===== config.mk =====
export PLATFORM = sky130hd
export DESIGN_NAME = ysyx_040750_pc_redirect_ctrl
export DESIGN_NICKNAME = d
export VERILOG_FILES = /design/src/rtl/ysyx_040750_pc_ctrl_pkg.sv /design/src/rtl/ysyx_040750_pc_redirect_ctrl_redirect_arb.sv /design/src/rtl/ysyx_040750_pc_redirect_ctrl.sv
export SDC_FILE = /design/constraint.sdc
export NUM_CORES = 1
export LEC_CHECK = 0
export ABC_AREA = 0
export BUFFER_PORTS_ARGS = -buffer_cell sky130_fd_sc_hd__clkbuf_2
export CAP_MARGIN = 20
export CORE_UTILIZATION = 49
export CTS_BUF_LIST = sky130_fd_sc_hd__clkbuf_4
export DETAILED_ROUTE_END_ITERATION = 8
export HOLD_SLACK_MARGIN = 0.12
export PLACE_DENSITY = 0.83
export SETUP_SLACK_MARGIN = 0.3
export SLEW_MARGIN = 10
export SYNTH_ARGS = -nofsm -noshare
export SYNTH_HDL_FRONTEND = slang
export SYNTH_SLANG_ARGS = --single-unit

===== constraint.sdc =====
create_clock -name I_clk -period 2.64 [get_ports I_clk]
set_input_delay 0.132 -clock I_clk [delete_from_list [all_inputs] [get_ports I_clk]]
set_output_delay 0.132 -clock I_clk [all_outputs]
set_load 0.01 [all_outputs]

===== src/rtl/ysyx_040750_pc_ctrl_pkg.sv =====
// Shared types and constants for the ysyx_040750 next-PC redirect controller.
package ysyx_040750_pc_ctrl_pkg;

    typedef enum logic [1:0] {
        ST_BOOT      = 2'd0,
        ST_RUN       = 2'd1,
        ST_HOLD      = 2'd2,
        ST_FENCE_INV = 2'd3
    } pc_state_e;

    localparam logic [31:0] RST_PC_DEF = 32'h8000_0000;

    // Request indices into the arbiter grant vector, highest priority first.
    localparam int unsigned REQ_TRAP   = 0;
    localparam int unsigned REQ_BR     = 1;
    localparam int unsigned REQ_FENCEI = 2;
    localparam int unsigned REQ_SEQ    = 3;
    localparam int unsigned REQ_N      = 4;

endpackage


===== src/rtl/ysyx_040750_pc_redirect_ctrl_redirect_arb.sv =====
// Fixed-priority next-PC picker: trap > branch > fence.i > sequential.
module ysyx_040750_redirect_arb
    import ysyx_040750_pc_ctrl_pkg::*;
(
    input  logic             trap_valid,
    input  logic [31:0]      trap_pc,
    input  logic             br_valid,
    input  logic [31:0]      br_target,
    input  logic             fencei_valid,
    input  logic [31:0]      fencei_pc,
    input  logic             seq_valid,
    input  logic [31:0]      snpc,
    output logic [REQ_N-1:0] grant,
    output logic [31:0]      sel_pc
);

    always_comb begin
        grant  = '0;
        sel_pc = snpc;
        if (trap_valid) begin
            grant[REQ_TRAP] = 1'b1;
            sel_pc          = trap_pc;
        end else if (br_valid) begin
            grant[REQ_BR] = 1'b1;
            sel_pc        = {br_target[31:1], 1'b0};
        end else if (fencei_valid) begin
            grant[REQ_FENCEI] = 1'b1;
            sel_pc            = fencei_pc + 32'd4;
        end else if (seq_valid) begin
            grant[REQ_SEQ] = 1'b1;
        end
    end

endmodule


===== src/rtl/ysyx_040750_pc_redirect_ctrl.sv =====
// Next-PC sequencing controller: arbitrates redirects, holds dnpc across IF stalls.
// Define YSYX_040750_FENCEI_EN to sequence an I-cache invalidate for fence.i.
module ysyx_040750_pc_redirect_ctrl
    import ysyx_040750_pc_ctrl_pkg::*;
#(
    parameter logic [31:0] RST_PC = RST_PC_DEF,
    parameter int unsigned CNT_W  = 16
) (
    input  logic             I_clk,
    input  logic             I_rst_n,
    input  logic             I_trap_valid,
    input  logic [31:0]      I_trap_pc,
    input  logic             I_br_valid,
    input  logic [31:0]      I_br_target,
    input  logic             I_fencei_valid,
    input  logic [31:0]      I_fencei_pc,
    input  logic             I_fencei_done,
    input  logic             I_seq_valid,
    input  logic [31:0]      I_snpc,
    input  logic             I_if_ready,
    output logic             O_pc_valid,
    output logic [31:0]      O_dnpc,
    output logic             O_trap_ack,
    output logic             O_br_ack,
    output logic             O_fencei_ack,
    output logic             O_flush,
    output logic             O_fencei_inv,
    output logic [CNT_W-1:0] O_stall_cnt
);

    localparam logic [CNT_W-1:0] CNT_ONE = {{(CNT_W-1){1'b0}}, 1'b1};

    pc_state_e         state_q, state_nxt;
    logic [31:0]       pend_q, pend_nxt;
    logic              flush_q, flush_nxt;
    logic [CNT_W-1:0]  stall_q;
    logic [REQ_N-1:0]  grant;
    logic [31:0]       sel_pc;

`ifndef YSYX_040750_FENCEI_EN
    logic unused_fencei_done;
    assign unused_fencei_done = I_fencei_done;
`endif

    ysyx_040750_redirect_arb u_arb (
        .trap_valid   (I_trap_valid),
        .trap_pc      (I_trap_pc),
        .br_valid     (I_br_valid),
        .br_target    (I_br_target),
        .fencei_valid (I_fencei_valid),
        .fencei_pc    (I_fencei_pc),
        .seq_valid    (I_seq_valid),
        .snpc         (I_snpc),
        .grant        (grant),
        .sel_pc       (sel_pc)
    );

    always_ff @(posedge I_clk or negedge I_rst_n) begin
        if (!I_rst_n) begin
            state_q <= ST_BOOT;
            pend_q  <= '0;
            flush_q <= 1'b0;
            stall_q <= '0;
        end else begin
            state_q <= state_nxt;
            pend_q  <= pend_nxt;
            flush_q <= flush_nxt;
            if (state_q == ST_HOLD && !I_if_ready && stall_q != '1) begin
                stall_q <= stall_q + CNT_ONE;
            end
        end
    end

    always_comb begin
        state_nxt    = state_q;
        pend_nxt     = pend_q;
        flush_nxt    = 1'b0;
        O_pc_valid   = 1'b0;
        O_dnpc       = pend_q;
        O_trap_ack   = 1'b0;
        O_br_ack     = 1'b0;
        O_fencei_ack = 1'b0;
        O_fencei_inv = 1'b0;
        case (state_q)
            ST_BOOT: begin
                O_pc_valid = 1'b1;
                O_dnpc     = RST_PC;
                if (I_if_ready) state_nxt = ST_RUN;
            end
            ST_RUN: begin
                // Sequential fetch only drives IF when no redirect wins this cycle.
                O_pc_valid = grant[REQ_SEQ];
                O_dnpc     = sel_pc;
                if (grant[REQ_TRAP] || grant[REQ_BR]) begin
                    O_trap_ack = grant[REQ_TRAP];
                    O_br_ack   = grant[REQ_BR];
                    pend_nxt   = sel_pc;
                    flush_nxt  = 1'b1;
                    state_nxt  = ST_HOLD;
                end else if (grant[REQ_FENCEI]) begin
                    O_fencei_ack = 1'b1;
                    pend_nxt     = sel_pc;
                    flush_nxt    = 1'b1;
`ifdef YSYX_040750_FENCEI_EN
                    state_nxt    = ST_FENCE_INV;
`else
                    state_nxt    = ST_HOLD;
`endif
                end
            end
            ST_HOLD: begin
                O_pc_valid = 1'b1;
                O_dnpc     = pend_q;
                // A trap overrides the pending target even if IF takes the old one now.
                if (I_trap_valid) begin
                    O_trap_ack = 1'b1;
                    pend_nxt   = I_trap_pc;
                    flush_nxt  = 1'b1;
                end else if (I_if_ready) begin
                    state_nxt = ST_RUN;
                end
            end
`ifdef YSYX_040750_FENCEI_EN
            ST_FENCE_INV: begin
                O_fencei_inv = 1'b1;
                if (I_trap_valid) begin
                    O_trap_ack = 1'b1;
                    pend_nxt   = I_trap_pc;
                    flush_nxt  = 1'b1;
                end
                if (I_fencei_done) state_nxt = ST_HOLD;
            end
`endif
            default: begin
                state_nxt = ST_BOOT;
            end
        endcase
    end

    assign O_flush     = flush_q;
    assign O_stall_cnt = stall_q;

endmodule


==> impl_metrics.toml <==
[critical_path]
crit_required_ns = 2.51
worstPathCellList = "inv_1 > ha_1 > inv_1 > nand2_1 > o21ai_0 > clkbuf_2"
slowest_delay_ns = 0.45
worstPathArrival_ns = 2.14
worst_path_max_delay_cell = "dfrtp_1"
r2r-end = "O_stall_cnt[10]"
reg2regPathDepth = 7
crit_type = "register to output pin"
cp_top_family = "buffers and inverters"
ff2ff_setup_slack_ns = 0.43
startpoint_type = "register"
critPathCaptureType = "output pin"
cp_common_cell = "inv_1"
path_max_fanout = 14
rr_startpoint = "state_q[0]"
path_buf_inv = 3

[timing]
finalHoldViolations = 0
maxSlewViolCount = 0
slew_headroom = 0.454
tns_ns = 0
rsz0062_at_grt = "yes"
setup_viol = 0
fin_crit_sh = 0.862
tightest_slew_ns = 0.818
fin_crit_ns = 2.28
fmax_ghz = 0.439
skew_ns = 0.00915

[flow_run]
max_cap_violations = 0

[yosys]
ys_warn_count = 0
ys_ff_latch = 51
syn-num-nets = 678
synth-edff-count = 0
syn_inst = 535
seq_area_frac_synth = 0.306
synth_commonest_cells = "81 x nand2_1, 55 x o21ai_0, 51 x dfrtp_1"
ys_top_cells_by_area = "dfrtp_1 31%, nand2_1 7.3%, o21ai_0 6.6%"
async_flop_share = 1.00
synth_ff_type = "dfrtp_1"
synth.most_common_cell = "nand2_1"
avgSynthCellArea_um2 = 7.80
synth_top_area_frac = 0.306
netlist_area_um2 = 4170
synth_cell_type_count = 54
yosysTopAreaCell = "dfrtp_1"

[detailed_routing]
drtIter0Drc = 369
vias = 5137
viasPerCell = 6.04
drc = 0
wirelength_um = 15200
wl_per_cell_um = 17.9
dr.pass1.iters = 5
ant_nets = 0

[cells_and_area]
stdcell_count = 851
antennaDiodeCount = 0
finalNetCount = 888
multi_input_area_um2 = 2740
drive_gt1_frac = 0.306
regArea_um2 = 1280
fillCellCount = 700
post-route-util = 0.693
area_growth_pct = 36.5
final_cell_area_um2 = 5700

[floorplan]
fp.dieH_um = 94.3
coreArea_um2 = 8220
die-area_um2 = 8890
fp-row-count = 33
initial_core_util = 0.508
die_x_um = 94.3
io_pins = 190

[cts]
cts_tree = "built"
clk_pin_slew_ns = 0.18
cts_buffer_depth = 2
cts_buffers = 5
clockRootBuffer = "clkbuf_4"
clkLatencyLatePin_ns = 0.40
cts_sinks = 51
h-tree-depth = 2

[hold_path]
holdPathStages = 4
hold_end = "pend_q[28]"
hp-start = "I_fencei_pc[28]"
hold_path_class = "input pin to register"

[placement]
hpwl_um = 11000
gp_congestion = 0.935
dp_cells = 804
placed_area_um2 = 5200
place.port_buffers = 186

[global_route]
grt_pass1_vias = 4968
grt_usage = 0.341
antenna_found_initial = 0
grt_first_pass_wirelength_um = 23500
grt_max_degree = 52
grt_overflow = 0

[run_status]
status = "finished clean"

[power]
pwr-share-seq = 0.279
power_w = 0.00458
leakage_nw = 2.75
p_sw_frac = 0.481
p_per_area_nw_per_um2 = 805
netSwitchingPower_w = 0.00220
p_int_w = 0.00238
p_clk_frac = 0.095
p_comb_frac = 0.626
max-vdd-ir-drop_mv = 0.386
-- layout make-up --
class / count / area share
multi-input cells: 437 / 0.480
repair buffers: 240 / 0.254
flip-flops and latches: 51 / 0.224
well taps: 105 / 0.0231
clock buffers: 5 / 0.00659
inverters: 10 / 0.00659
clock inverters: 3 / 0.00505
-- tightest hold or removal path: stages --
cell      delay, ns
clkbuf_2       0.12
xor2_1         0.07
nand2_1        0.11
a31oi_1        0.08
-- sequential cells by signal, summed over array words and instances, names as in the netlist --
signal	count
pend_q	32
O_flush	1
state_q	2
O_stall_cnt	16
-- placed cells by master (no fill, tap or decap), drive strengths merged, types with 8 or more instances in the layout --
cell type    instances
nand3b              10
mux2i                9
nand3               29
and3                13
buf                 16
o221ai              10
xnor2               24
o21ai               55
inv                 10
dlygate4sd3         38
dfrtp               51
nand4                9
o22ai                8
a221o               10
a21o                10
nand2               82
xor2                14
a22o                15
a21oi               28
a31oi               14
clkbuf             191
nor2                28
a22oi               13
-- per-stage QoR --
step                      hold WS (ns)  setup slack [ns]
after floorplan                 -0.164             0.665
after global placement           0.293             0.460
after detailed placement         0.301             0.399
after CTS                        0.123             0.321
after global routing             0.148             0.252
final                            0.133             0.363
-- power groups by stage --
stage               registers (W)  logic (W)  clock network [W]
finish                    0.00128    0.00287           0.000435
detailed placement        0.00129    0.00272                  0
global placement          0.00126    0.00264                  0
CTS                       0.00127    0.00278           0.000432
floorplan                 0.00126    0.00171                  0
global route              0.00131    0.00313           0.000463
-- repair_timing --
item	4_1_cts	5_1_grt
gates resized for setup	1	9
endpoints found under the hold margin	84	0
setup endpoints to repair	2	21
hold buffers	38	0
setup buffers	0	1
-- worst max-delay path by stage --
stage	startpoint	to	slack [ns]	cells past startpoint
after detailed placement	I_fencei_pc[5]	O_dnpc[14]	0.40	8
after floorplan	state_q[0]	pend_q[18]	0.67	9
final	state_q[0]	O_dnpc[15]	0.36	6
after global placement	I_fencei_pc[4]	O_dnpc[31]	0.46	8
after CTS	state_q[0]	O_trap_ack	0.32	6
after global routing	state_q[0]	O_stall_cnt[10]	0.25	7
-- per-layer routing --
layer | track usage | wire length [um] | vias to the layer above
li1 | - | - | 2391
met5 | 0 | 0 | -
met4 | 0.128 | 410 | 0
met2 | 0.594 | 7510 | 291
met3 | 0.0752 | 1410 | 42
met1 | 0.405 | 5860 | 2413
-- cell families after synthesis --
kind of cell / share of synthesized area
xor gates and xnor gates: 0.0798
DFF: 0.306
AOI/OAI and AO/OA: 0.274
and+or+nand+nor: 0.243
adders and majority gates: 0.0210
muxes: 0.0297
other: 0.000899
buffers and inverters: 0.0459
No activity file was read; power rests on OpenSTA's default activity.
